$ cat config.mk
export PLATFORM = sky130hd
export DESIGN_NAME = boot_loader
export DESIGN_NICKNAME = d
export VERILOG_FILES = /design/src/rtl/boot_pkg.sv /design/src/rtl/boot_loader_uart_rx.sv /design/src/rtl/boot_loader.sv
export SDC_FILE = /design/constraint.sdc
export NUM_CORES = 1
export LEC_CHECK = 0
export CORE_ASPECT_RATIO = 2
export CORE_MARGIN = 2
export CORE_UTILIZATION = 48
export DETAILED_ROUTE_END_ITERATION = 12
export MAX_ROUTING_LAYER = met4
export PLACE_DENSITY = 0.72
export SLEW_MARGIN = 20
export SYNTH_ARGS = -nofsm -noshare
export SYNTH_HDL_FRONTEND = slang
export SYNTH_SLANG_ARGS = --single-unit
export TNS_END_PERCENT = 30
$ cat constraint.sdc
create_clock -name clk -period 4.7 [get_ports clk]
set_input_delay 0.94 -clock clk [delete_from_list [all_inputs] [get_ports clk]]
set_output_delay 0.94 -clock clk [all_outputs]
set_load 0.01 [all_outputs]
$ cat src/rtl/boot_pkg.sv
// boot_pkg: shared types and constants for the serial boot loader.
//   - loader_state_t : loader FSM states
//   - rx_state_t     : UART receiver FSM states
//   - HDR_BYTES, BYTES_PER_WORD : image framing constants
//   - is_oversize()  : header word-count range check
package boot_pkg;

  typedef enum logic [2:0] {
    HDR_LO = 3'd0,
    HDR_HI = 3'd1,
    DATA   = 3'd2,
    DONE   = 3'd3,
    ERROR  = 3'd4
  } loader_state_t;

  typedef enum logic [1:0] {
    RX_IDLE  = 2'd0,
    RX_START = 2'd1,
    RX_DATA  = 2'd2,
    RX_STOP  = 2'd3
  } rx_state_t;

  localparam int HDR_BYTES      = 2;
  localparam int BYTES_PER_WORD = 4;

  // True when a header word count exceeds the largest image we can hold.
  function automatic logic is_oversize(input logic [15:0] n, input int unsigned max_words);
    return (32'(n) > 32'(max_words));
  endfunction

endpackage

$ cat src/rtl/boot_loader_uart_rx.sv
// uart_rx: 8N1 UART receiver with a 2-flop input synchronizer.
// Ports:
//   clk        in   system clock
//   reset      in   asynchronous active-low reset
//   rx         in   serial line, idles high, asynchronous to clk
//   byte_out   out  last received byte (valid with byte_valid)
//   byte_valid out  one-cycle pulse, good stop bit
//   frame_err  out  one-cycle pulse, stop bit sampled low
module uart_rx
  import boot_pkg::*;
#(
  parameter int CLKS_PER_BIT = 16
) (
  input  logic       clk,
  input  logic       reset,
  input  logic       rx,
  output logic [7:0] byte_out,
  output logic       byte_valid,
  output logic       frame_err
);

  localparam int CNT_W = $clog2(CLKS_PER_BIT) + 1;
  localparam logic [CNT_W-1:0] HALF_M1 = CNT_W'(CLKS_PER_BIT / 2 - 1);
  localparam logic [CNT_W-1:0] FULL_M1 = CNT_W'(CLKS_PER_BIT - 1);

  rx_state_t        state_r, state_next_s;
  logic             rx_meta_r, rx_sync_r;
  logic [CNT_W-1:0] cnt_r, cnt_s;
  logic [2:0]       bit_idx_r, bit_idx_s;
  logic [7:0]       shift_r, shift_s;
  logic             byte_valid_r, byte_valid_s;
  logic             frame_err_r, frame_err_s;

  // Two-flop synchronizer; resets to the idle (high) line level.
  always_ff @(posedge clk or negedge reset) begin
    if (!reset) begin
      rx_meta_r <= 1'b1;
      rx_sync_r <= 1'b1;
    end else begin
      rx_meta_r <= rx;
      rx_sync_r <= rx_meta_r;
    end
  end

  // Receiver state register.
  always_ff @(posedge clk or negedge reset) begin
    if (!reset) begin
      state_r <= RX_IDLE;
    end else begin
      state_r <= state_next_s;
    end
  end

  // Receiver next-state logic.
  always_comb begin
    state_next_s = state_r;
    case (state_r)
      RX_IDLE: begin
        if (!rx_sync_r) state_next_s = RX_START;
        else            state_next_s = RX_IDLE;
      end
      RX_START: begin
        // Mid-start re-check: a high line here was only a glitch.
        if (cnt_r == HALF_M1) state_next_s = rx_sync_r ? RX_IDLE : RX_DATA;
        else                  state_next_s = RX_START;
      end
      RX_DATA: begin
        if (cnt_r == FULL_M1 && bit_idx_r == 3'd7) state_next_s = RX_STOP;
        else                                       state_next_s = RX_DATA;
      end
      RX_STOP: begin
        if (cnt_r == FULL_M1) state_next_s = RX_IDLE;
        else                  state_next_s = RX_STOP;
      end
      default: state_next_s = RX_IDLE;
    endcase
  end

  // Receiver datapath next values: baud counter, bit index, shifter, pulses.
  always_comb begin
    cnt_s        = cnt_r;
    bit_idx_s    = bit_idx_r;
    shift_s      = shift_r;
    byte_valid_s = 1'b0;
    frame_err_s  = 1'b0;
    case (state_r)
      RX_IDLE: begin
        cnt_s     = '0;
        bit_idx_s = 3'd0;
      end
      RX_START: begin
        if (cnt_r == HALF_M1) cnt_s = '0;
        else                  cnt_s = cnt_r + CNT_W'(1);
      end
      RX_DATA: begin
        if (cnt_r == FULL_M1) begin
          cnt_s     = '0;
          shift_s   = {rx_sync_r, shift_r[7:1]};
          bit_idx_s = bit_idx_r + 3'd1;
        end else begin
          cnt_s = cnt_r + CNT_W'(1);
        end
      end
      RX_STOP: begin
        if (cnt_r == FULL_M1) begin
          cnt_s        = '0;
          byte_valid_s = rx_sync_r;
          frame_err_s  = ~rx_sync_r;
        end else begin
          cnt_s = cnt_r + CNT_W'(1);
        end
      end
      default: begin
        cnt_s     = '0;
        bit_idx_s = 3'd0;
      end
    endcase
  end

  // Receiver datapath and output registers.
  always_ff @(posedge clk or negedge reset) begin
    if (!reset) begin
      cnt_r        <= '0;
      bit_idx_r    <= 3'd0;
      shift_r      <= 8'd0;
      byte_valid_r <= 1'b0;
      frame_err_r  <= 1'b0;
    end else begin
      cnt_r        <= cnt_s;
      bit_idx_r    <= bit_idx_s;
      shift_r      <= shift_s;
      byte_valid_r <= byte_valid_s;
      frame_err_r  <= frame_err_s;
    end
  end

  assign byte_out   = shift_r;
  assign byte_valid = byte_valid_r;
  assign frame_err  = frame_err_r;

endmodule

$ cat src/rtl/boot_loader.sv
// boot_loader: loads a program image received over UART into instruction
// memory and holds the core in reset until the image is complete.
// Image: 2-byte little-endian word count N, then N little-endian 32-bit words.
// Ports:
//   clk         in   system clock
//   reset       in   asynchronous active-low reset
//   rx          in   UART line (8N1)
//   imem_we     out  one-cycle instruction-memory write strobe
//   imem_addr   out  word address of the write (held between strobes)
//   imem_wdata  out  instruction word of the write (held between strobes)
//   core_hold   out  high keeps the core in reset
//   done        out  sticky, image loaded
//   error       out  sticky, load aborted
module boot_loader
  import boot_pkg::*;
#(
  parameter int CLKS_PER_BIT = 16,
  parameter int ADDR_WIDTH   = 8,
  parameter int MAX_WORDS    = 256
) (
  input  logic                  clk,
  input  logic                  reset,
  input  logic                  rx,
  output logic                  imem_we,
  output logic [ADDR_WIDTH-1:0] imem_addr,
  output logic [31:0]           imem_wdata,
  output logic                  core_hold,
  output logic                  done,
  output logic                  error
);

  localparam logic [1:0] LAST_BYTE = 2'(BYTES_PER_WORD - 1);

  logic [7:0] rx_byte_s;
  logic       rx_valid_s;
  logic       rx_ferr_s;

  uart_rx #(
    .CLKS_PER_BIT(CLKS_PER_BIT)
  ) u_rx (
    .clk       (clk),
    .reset     (reset),
    .rx        (rx),
    .byte_out  (rx_byte_s),
    .byte_valid(rx_valid_s),
    .frame_err (rx_ferr_s)
  );

  loader_state_t         state_r, state_next_s;
  logic [15:0]           count_r, count_s;
  logic [1:0]            byte_idx_r, byte_idx_s;
  logic [ADDR_WIDTH:0]   word_idx_r, word_idx_s;
  logic [31:0]           word_r, word_s;
  logic [15:0]           hdr_count_s;
  logic [16:0]           word_inc_s;
  logic                  last_word_s;

  logic                  imem_we_r, imem_we_s;
  logic [ADDR_WIDTH-1:0] imem_addr_r, imem_addr_s;
  logic [31:0]           imem_wdata_r, imem_wdata_s;
  logic                  done_r, done_s;
  logic                  error_r, error_s;
  logic                  core_hold_r, core_hold_s;

  assign hdr_count_s = {rx_byte_s, count_r[7:0]};
  assign word_inc_s  = 17'(word_idx_r) + 17'd1;
  assign last_word_s = (word_inc_s == {1'b0, count_r});

  // Loader state register.
  always_ff @(posedge clk or negedge reset) begin
    if (!reset) begin
      state_r <= HDR_LO;
    end else begin
      state_r <= state_next_s;
    end
  end

  // Loader next-state logic; a framing error aborts any active load.
  always_comb begin
    state_next_s = state_r;
    case (state_r)
      HDR_LO: begin
        if (rx_ferr_s)       state_next_s = ERROR;
        else if (rx_valid_s) state_next_s = HDR_HI;
        else                 state_next_s = HDR_LO;
      end
      HDR_HI: begin
        if (rx_ferr_s) begin
          state_next_s = ERROR;
        end else if (rx_valid_s) begin
          if (hdr_count_s == 16'd0)                         state_next_s = DONE;
          else if (is_oversize(hdr_count_s, MAX_WORDS))     state_next_s = ERROR;
          else                                              state_next_s = DATA;
        end else begin
          state_next_s = HDR_HI;
        end
      end
      DATA: begin
        if (rx_ferr_s)                                                state_next_s = ERROR;
        else if (rx_valid_s && byte_idx_r == LAST_BYTE && last_word_s) state_next_s = DONE;
        else                                                          state_next_s = DATA;
      end
      DONE:    state_next_s = DONE;
      ERROR:   state_next_s = ERROR;
      default: state_next_s = ERROR;
    endcase
  end

  // Loader datapath and output next values.
  always_comb begin
    count_s      = count_r;
    byte_idx_s   = byte_idx_r;
    word_idx_s   = word_idx_r;
    word_s       = word_r;
    imem_we_s    = 1'b0;
    imem_addr_s  = imem_addr_r;
    imem_wdata_s = imem_wdata_r;
    case (state_r)
      HDR_LO: begin
        if (rx_valid_s) count_s[7:0] = rx_byte_s;
        else            count_s      = count_r;
      end
      HDR_HI: begin
        if (rx_valid_s) begin
          count_s[15:8] = rx_byte_s;
          byte_idx_s    = 2'd0;
          word_idx_s    = '0;
        end else begin
          count_s = count_r;
        end
      end
      DATA: begin
        if (rx_valid_s && !rx_ferr_s) begin
          case (byte_idx_r)
            2'd0:    word_s[7:0]   = rx_byte_s;
            2'd1:    word_s[15:8]  = rx_byte_s;
            2'd2:    word_s[23:16] = rx_byte_s;
            2'd3:    word_s[31:24] = rx_byte_s;
            default: word_s        = word_r;
          endcase
          byte_idx_s = byte_idx_r + 2'd1;
          if (byte_idx_r == LAST_BYTE) begin
            imem_we_s    = 1'b1;
            imem_addr_s  = word_idx_r[ADDR_WIDTH-1:0];
            imem_wdata_s = {rx_byte_s, word_r[23:0]};
            word_idx_s   = word_idx_r + (ADDR_WIDTH+1)'(1);
          end else begin
            imem_we_s = 1'b0;
          end
        end else begin
          word_s = word_r;
        end
      end
      DONE:    word_s = word_r;
      ERROR:   word_s = word_r;
      default: word_s = word_r;
    endcase
  end

  // Status next values. done waits one cycle behind the final write strobe
  // so the last word lands before the core leaves reset; an empty image has
  // no strobe and finishes straight away.
  always_comb begin
    done_s      = done_r | ((state_next_s == DONE) & ~imem_we_s);
    error_s     = error_r | (state_next_s == ERROR);
    core_hold_s = ~done_s;
  end

  // Loader datapath and registered outputs.
  always_ff @(posedge clk or negedge reset) begin
    if (!reset) begin
      count_r      <= 16'd0;
      byte_idx_r   <= 2'd0;
      word_idx_r   <= '0;
      word_r       <= 32'd0;
      imem_we_r    <= 1'b0;
      imem_addr_r  <= '0;
      imem_wdata_r <= 32'd0;
      done_r       <= 1'b0;
      error_r      <= 1'b0;
      core_hold_r  <= 1'b1;
    end else begin
      count_r      <= count_s;
      byte_idx_r   <= byte_idx_s;
      word_idx_r   <= word_idx_s;
      word_r       <= word_s;
      imem_we_r    <= imem_we_s;
      imem_addr_r  <= imem_addr_s;
      imem_wdata_r <= imem_wdata_s;
      done_r       <= done_s;
      error_r      <= error_s;
      core_hold_r  <= core_hold_s;
    end
  end

  assign imem_we    = imem_we_r;
  assign imem_addr  = imem_addr_r;
  assign imem_wdata = imem_wdata_r;
  assign done       = done_r;
  assign error      = error_r;
  assign core_hold  = core_hold_r;

endmodule

==> impl_metrics.toml, run 1 <==
[timing]
final-setup-viol-count = 0
timing.slew.headroom = 0.378
setup_tns_ps = 0
period_share = 0.588
fin_ws_ps = 1930
worstMarginPinSlew_ps = 934
fmax_mhz = 362
hold_viol = 0
skew_ps = 5.76
min_period_ps = 2770
final_max_slew_viol_count = 0
rsz0062_at_grt = "no"
timing.hold.ws_ps = 352

[setup_path]
r2r_slack_ps = 1930
reg2reg_depth = 8
reg2reg_to = "core_hold"
critPathRequiredTime_ps = 5030
r2r-start = "state_r[0]"
endpoint_kind = "flop"
crit_arrival_ps = 3100
critPathLaunchType = "flop"
crit_type = "flop to flop"
path_max_fanout = 51

[floorplan]
rows = 54
dieArea_um2 = 11800
ios = 47
fp.dieH_um = 152
coreArea_um2 = 10700
start_util = 0.488
die_w_um = 77.9

[clock_network]
cts-resized-gates = 0
cts.clk_slew.worst_paths_ps = 50
htree_levels = 4
clock_latency_ps = 400
root_buffer = "clkbuf_16"
cts.path.max_buffers = 2
cts.hold.buffers_added = 0
post_cts_buffers = 0
cts.sinks = 120
cts_inserted_buffers = 17
tritoncts = "yes"

[pwr]
seqPwrFrac = 0.445
ir_drop_v = 0.000387
comb_power_share = 0.069
internal_power_mw = 2.00
clockPowerShare = 0.485
total_leakage_power_nw = 3.09
p_sw_mw = 0.616
power_density_nw_per_um2 = 411
switching_share = 0.236
power_mw = 2.62

[layout]
final_common_cell = "nand2_1"
drive_gt1_frac = 0.157
fillers = 878
layout_common_cells = "167 x nand2_1, 117 x dfrtp_1, 45 x clkdlybuf4s50_1"
area_growth_syn_to_layout_pct = 21.6
antenna_cells = 0
finalCoreUtilization = 0.593
nets = 556

[hold_path]
hp-start = "u_rx.rx_meta_r"
whs_path_depth = 0
hp-class = "flop to flop"
whs_endpoint = "u_rx.rx_sync_r"

[global_routing]
antenna_found_initial = 0
grt.overflow.total = 0
grt_max_degree = 76
grt_pass1_wl_mm = 17.8
first_global_vias = 3650
grt.total_usage = 0.199

[drt]
vias = 3609
route.detailed.drc = 0
top_layer_used = "met4"
wl_met3_um = 329
wl_per_cell_um = 15.0
met2_length_mm = 5.31
antenna_left = 0
met1Wirelength_mm = 4.62
drtPass1Iterations = 4
drt-initial-drc-count = 224
wl_mm = 10.4
vias_per_cell = 5.19

[yosys]
synth_nets = 514
syn_inst = 501
ys_types = 49
yosys_warnings = 0
synth-seq-cells = 120
synth_area_um2 = 5240
ys_seq_area_frac = 0.574
syn_avg_cell_area_um2 = 10.5

[placed_design]
io_buffers = 46
place_ws_ps = 1950
dp_hpwl_mm = 6.70
routabilityCongestion = 0.761

[outcome]
status = "finished, final reports clean"

[run]
cap_violations = 0
[per-layer routing]
| layer | track usage | up-vias |
|---|---|---|
| met5 | - | - |
| met4 | 0.0741 | 0 |
| met3 | 0.0515 | 16 |
| met2 | 0.319 | 68 |
| met1 | 0.242 | 1773 |
| li1 | - | 1752 |
[layout make-up]
cell class                 instances  area (um^2)  area share
clock buffer                      21          470      0.0739
clock inverter                    10          119      0.0187
inverter                          12         50.0     0.00786
multi-input combinational        342         2060       0.324
sequential                       120         3010       0.472
tap                              140          175      0.0275
timing repair buffer              50          488      0.0766
[sequential cells by signal, summed over array words and instances, names as in the netlist, 2 cells and up]
| signal | flops |
|---|---|
| imem_wdata | 32 |
| word_r | 24 |
| count_r | 16 |
| word_idx_r | 9 |
| imem_addr | 8 |
| u_rx.byte_out | 8 |
| u_rx.cnt_r | 5 |
| state_r | 3 |
| u_rx.bit_idx_r | 3 |
| byte_idx_r | 2 |
| u_rx.state_r | 2 |
[synth_stat cells, drive strengths merged]
cell | count | share of area
nand3b | 3 | 0.0043
nor3 | 5 | 0.0067
nand3 | 7 | 0.0067
nor4 | 3 | 0.0048
nand2b | 6 | 0.0072
xnor2 | 8 | 0.013
inv | 11 | 0.0079
a211oi | 2 | 0.0029
or4 | 4 | 0.0057
o211ai | 3 | 0.0053
or3 | 2 | 0.0024
and2 | 2 | 0.0024
nor2b | 4 | 0.0048
or2 | 2 | 0.0024
nand2 | 167 | 0.12
o32ai | 1 | 0.0017
nor4bb | 1 | 0.0019
a21oi | 8 | 0.0076
buf | 8 | 0.0093
nor4b | 1 | 0.0029
a31oi | 5 | 0.0060
a311oi | 1 | 0.0017
clkbuf | 19 | 0.014
nand4 | 3 | 0.0064
clkinv | 1 | 0.0017
a2111o | 1 | 0.0021
nand4b | 1 | 0.0017
ha | 10 | 0.024
a31o | 1 | 0.0017
mux2 | 40 | 0.086
dfrtp | 117 | 0.56
or3b | 1 | 0.0017
a2111oi | 1 | 0.0053
a22o | 4 | 0.0067
nor2 | 12 | 0.0086
xor2 | 4 | 0.0067
dfstp | 3 | 0.015
mux2i | 3 | 0.0057
o21ai | 22 | 0.021
o31ai | 4 | 0.0057
[critical path, cell delays in order (launching register included)]
cell	delay [ps]
dfrtp_1	480
or3b_1	410
or2_1	230
buf_4	280
clkinv_4	340
nand4_4	130
a2111oi_4	350
o211ai_2	170
a31o_1	250
[how the worst max path moves through the flow]
stage,from,endpoint,slack [ps],depth (start not counted)
CTS,state_r[0],core_hold,1930,8
global route,state_r[0],core_hold,1770,8
global placement,state_r[0],core_hold,1990,8
finish,state_r[0],core_hold,1930,8
floorplan,state_r[0],core_hold,2600,9
detailed placement,state_r[0],core_hold,1950,8
[logic make-up after synthesis]
| group | share of synthesized area |
|---|---|
| simple gates | 0.190 |
| flops | 0.574 |
| compound gates | 0.0676 |
| mux | 0.0917 |
| buf+inv | 0.0327 |
| xor+xnor | 0.0201 |
| fa+ha+maj | 0.0239 |
[stage by stage]
step / area (um^2) / cells
floorplan: 5240 / 501
global placement: 5780 / 664
detailed placement: 5780 / 664
CTS: 6370 / 695
global route: 6370 / 695
finish: 6370 / 695
[power by group through the flow]
| stage | clock network, mW | registers (mW) | logic [mW] |
|---|---|---|---|
| after global routing | 1.34 | 1.17 | 0.211 |
| final | 1.27 | 1.17 | 0.181 |
| after global placement | 0 | 1.18 | 0.177 |
| after detailed placement | 0 | 1.18 | 0.183 |
| after floorplan | 0 | 1.14 | 0.166 |
| after CTS | 1.29 | 1.16 | 0.186 |
(Power assumes the default switching activity.)
==> run 2: changes to the inputs <==
PLACE_DENSITY = 0.75   (was 0.72)
clock period = 2.3 ns   (was 4.7 ns; I/O delays follow)
==> run 2 against run 1 <==
Critical endpoint unchanged; highest routed layer unchanged; wire length grew 4.7%; sequential share of layout area down 1.4 points; via count up 4.4%.
==> impl_metrics.toml, run 2 (synthesis results as in run 1) <==
[outcome]
status = "finished, final reports clean"

[layout]
final_common_cell = "nand2_1"
antenna_cells = 0
fillers = 845
drive_gt1_frac = 0.190
finalCoreUtilization = 0.611
area_growth_syn_to_layout_pct = 25.3
layout_common_cells = "167 x nand2_1, 117 x dfrtp_1, 45 x clkdlybuf4s50_1"
largest_register_ffs = 32
nets = 575

[timing]
skew_ps = 9.50
min_period_ps = 2140
worstMarginPinSlew_ps = 527
setup_tns_ps = 0
timing.slew.headroom = 0.649
fmax_mhz = 467
final-setup-viol-count = 0
rsz0062_at_grt = "no"
period_share = 0.930
final_max_slew_viol_count = 0
timing.hold.ws_ps = 357
fin_ws_ps = 160
hold_viol = 0

[drt]
drtPass1Iterations = 4
vias_per_cell = 5.27
wl_mm = 10.9
wl_per_cell_um = 15.3
vias = 3767
drt-initial-drc-count = 228
antenna_left = 0
route.detailed.drc = 0

[setup_path]
critPathLaunchType = "flop"
cp.buffers_inverters = 0
critPathTopFamily = "simple AND/OR/NAND/NOR gates"
crit_type = "flop to flop"
path_max_fanout = 3
slowest_stage = "or4_1"
critPathRequiredTime_ps = 2640
cp_cell_sequence = "or4_1 -> nor3_2 -> nand4_4 -> a2111oi_4 -> o211ai_2 -> a31o_1"
crit_arrival_ps = 2480
cp_slowest_stage_delay_ps = 560
endpoint_kind = "flop"

[pwr]
total_leakage_power_nw = 3.20
power_density_nw_per_um2 = 840
power_mw = 5.52
ir_drop_v = 0.000765

[floorplan]
die_w_um = 77.9
fp.dieH_um = 152
ios = 47
rows = 54
start_util = 0.488
coreArea_um2 = 10700
dieArea_um2 = 11800

[global_routing]
grt.total_usage = 0.207
first_global_vias = 3804
antenna_found_initial = 0
grt_pass1_wl_mm = 18.3
grt_max_degree = 77
grt.overflow.total = 0

[clock_network]
cts.sinks = 120
root_buffer = "clkbuf_16"
tritoncts = "yes"
cts.clk_slew.worst_paths_ps = 60
post_cts_buffers = 0
clock_latency_ps = 410
htree_levels = 4
cts.path.max_buffers = 2
cts_inserted_buffers = 17

[hold_path]
hp-class = "flop to flop"

[placed_design]
routabilityCongestion = 0.893
dp_hpwl_mm = 7.10
place_ws_ps = 159
io_buffers = 46

[run]
cap_violations = 0
## run 2: final cells by class
| type | instances | area, um^2 | share of cell area |
|---|---|---|---|
| inverter | 12 | 50.0 | 0.00762 |
| sequential | 120 | 3010 | 0.458 |
| clock inverter | 15 | 190 | 0.0290 |
| timing repair buffer | 69 | 646 | 0.0983 |
| tap | 140 | 175 | 0.0267 |
| multi-input combinational | 342 | 2070 | 0.316 |
| clock buffer | 17 | 425 | 0.0648 |
## run 2: per-layer routing
layer | track usage | up-vias | share of wire
met4 | 0.102 | 0 | 0.024
met1 | 0.248 | 1847 | 0.43
li1 | - | 1791 | -
met3 | 0.0498 | 23 | 0.042
met5 | - | - | 0
met2 | 0.328 | 106 | 0.50
## run 2: worst reg2reg max path, stage by stage (launching register included)
cell and delay, ps:
dfrtp_1 370, or4_1 560, nor3_2 240, nand4_4 140, a2111oi_4 350, o211ai_2 160, a31o_1 240
## run 2: through the flow
step	cell area [um^2]	instances
after floorplan	5240	501
after global routing	6570	715
final	6570	715
after detailed placement	5930	682
after global placement	5930	682
after CTS	6550	715
## run 2: repair_timing
| item | in CTS | in global routing |
|---|---|---|
| hold endpoints to repair | 12 | 0 |
| gates resized for setup | 0 | 2 |
| hold buffers | 1 | 0 |
| endpoints found under the setup margin | 0 | 2 |
## run 2: power breakdown
| part | internal, mW | leakage (nW) | switching (mW) | total, mW |
|---|---|---|---|---|
| Sequential | 2.22 | 1.64 | 0.138 | 2.36 |
| Clock | 1.73 | 0.293 | 1.00 | 2.73 |
| Combinational | 0.210 | 1.27 | 0.217 | 0.427 |
| Total | 4.16 | 3.20 | 1.36 | 5.52 |
## run 2: path summary, 6_finish.rpt
path                       slack [ps]        endpoint           start  depth (start not counted)
min in group asynchronous         450  imem_wdata[16]           reset                          2
max reg2reg                       160       core_hold     count_r[13]                          6
max in group asynchronous        1150       core_hold           reset                          3
max                               160       core_hold     count_r[13]                          6
min                               360  u_rx.rx_sync_r  u_rx.rx_meta_r                          0
min reg2reg                       360  u_rx.rx_sync_r  u_rx.rx_meta_r                          0
==> run 3: changes to the inputs <==
clock period = 1.9 ns   (was 2.3 ns; I/O delays follow)
==> run 3 against run 2 <==
The flow now finishes with violations (negative setup slack); global-route usage up 1.9 points; die area unchanged; register-to-register slack got worse by 200 ps; critical path depth did not move; via count rose by 2.8%; sequential share of layout area down 1.6 points; utilization increased by 2.3 points; critical path type unchanged; largest cell class unchanged; non-clock buffer count increased by 25; worst hold slack got worse by 3.5 ps; sequential power increased by 21%; count of clock-buffer cells in the layout is 3 higher; final cell count grew 3.2%.
==> impl_metrics.toml, run 3 (synthesis results as in run 1) <==
[timing]
period_share = 1.02
timing.slew.headroom = 0.685
setup_tns_ps = -39.5
min_period_ps = 1940
fmax_mhz = 516
final_max_slew_viol_count = 0
skew_ps = 7.29
final-setup-viol-count = 1
hold_viol = 0
fin_ws_ps = -39.5
rsz0062_at_grt = "yes"
worstMarginPinSlew_ps = 473

[clock_network]
root_buffer = "clkbuf_16"
cts_inserted_buffers = 17
cts.clk_slew.worst_paths_ps = 50
cts.path.max_buffers = 2
cts.sinks = 120
htree_levels = 4
clock_latency_ps = 410
tritoncts = "yes"

[drt]
wl_per_cell_um = 16.0
vias_per_cell = 5.25
antenna_left = 0
wl_mm = 11.8
vias = 3873
drtPass1Iterations = 4
drt-initial-drc-count = 195
route.detailed.drc = 0

[pwr]
total_leakage_power_nw = 3.37
ir_drop_v = 0.000857
power_density_nw_per_um2 = 951
power_mw = 6.48

[setup_path]
endpoint_kind = "flop"
crit_type = "flop to flop"
path_max_fanout = 2
critPathRequiredTime_ps = 2240
reg2reg_depth = 6
critPathLaunchType = "flop"
crit_arrival_ps = 2280
reg2reg_to = "core_hold"
r2r_slack_ps = -40
r2r-start = "count_r[1]"

[floorplan]
die_w_um = 77.9
coreArea_um2 = 10700
rows = 54
start_util = 0.488
ios = 47
dieArea_um2 = 11800
fp.dieH_um = 152

[global_routing]
grt_max_degree = 49
grt.total_usage = 0.226
antenna_found_initial = 0
grt_pass1_wl_mm = 19.7
grt.overflow.total = 0
first_global_vias = 4002

[hold_path]
hp-start = "u_rx.rx_meta_r"
whs_path_depth = 0
hp-class = "flop to flop"
whs_endpoint = "u_rx.rx_sync_r"

[outcome]
status = "finished with violations"
failed_checks = "negative setup slack"

[layout]
finalCoreUtilization = 0.634
area_growth_syn_to_layout_pct = 30.0
layout_common_cells = "166 x nand2_1, 117 x dfrtp_1, 45 x buf_4, 45 x clkdlybuf4s50_1, 40 x mux2_2"
largest_register_ffs = 32
nets = 600
regArea_um2 = 3010
multi_input_area_um2 = 2160
fillers = 805
final_common_cell = "nand2_1"
antenna_cells = 0
drive_gt1_frac = 0.242

[run]
cap_violations = 0

[placed_design]
routabilityCongestion = 0.823
dp_hpwl_mm = 7.77
io_buffers = 46
## run 3: worst max-delay path, cell delays in order, from the launching register on
cell and delay [ps]:
dfrtp_1 370, or4_1 600, o21ai_2 170, nand2_1 80, o32ai_2 310, a21oi_1 130
a31o_1 200
## run 3: area by class of cell
| type | instances | share of cell area |
|---|---|---|
| Sequential cell | 120 | 0.441 |
| Tap cell | 140 | 0.0257 |
| Multi-Input combinational cell | 342 | 0.317 |
| Clock buffer | 20 | 0.0671 |
| Clock inverter | 10 | 0.0152 |
| Timing Repair Buffer | 94 | 0.126 |
| Inverter | 12 | 0.00735 |
## run 3: worst max-delay path by stage
stage	startpoint	end	slack, ps
global placement	count_r[1]	core_hold	-90
detailed placement	count_r[5]	core_hold	-140
CTS	word_idx_r[1]	core_hold	-40
global route	count_r[13]	core_hold	-110
finish	count_r[1]	core_hold	-40
floorplan	state_r[0]	core_hold	-50
## run 3: per-layer routing
layer | global-route usage | part of all wire | vias to the layer above
li1 | - | - | 1841
met1 | 0.257 | 0.40 | 1901
met2 | 0.372 | 0.54 | 104
met3 | 0.0551 | 0.037 | 27
met4 | 0.114 | 0.025 | 0
met5 | - | 0 | -
## run 3: per-stage QoR
step	worst slack, ps	hold WS (ps)	instance area (um^2)	cells
2_1_floorplan	-48.8	84.4	5240	501
3_3_place_gp	-93.3	319	6150	707
3_5_place_dp	-143	322	6150	707
4_1_cts	-36.0	356	6770	738
5_1_grt	-110	356	6810	738
6_report	-39.5	354	6810	738
## run 3: power breakdown
group          internal, mW  switching (mW)
clock                  1.96            1.09
combinational         0.281           0.294
sequential             2.69           0.158
total                  4.94            1.54
## run 3: what timing repair did
| action | in CTS | in global routing |
|---|---|---|
| hold endpoints to repair | 24 | 0 |
| hold buffers | 1 | 0 |
| gates resized for setup | 12 | 9 |
| pin swaps | 1 | 1 |
| setup buffers | 0 | 0 |
| setup endpoints to repair | 3 | 11 |
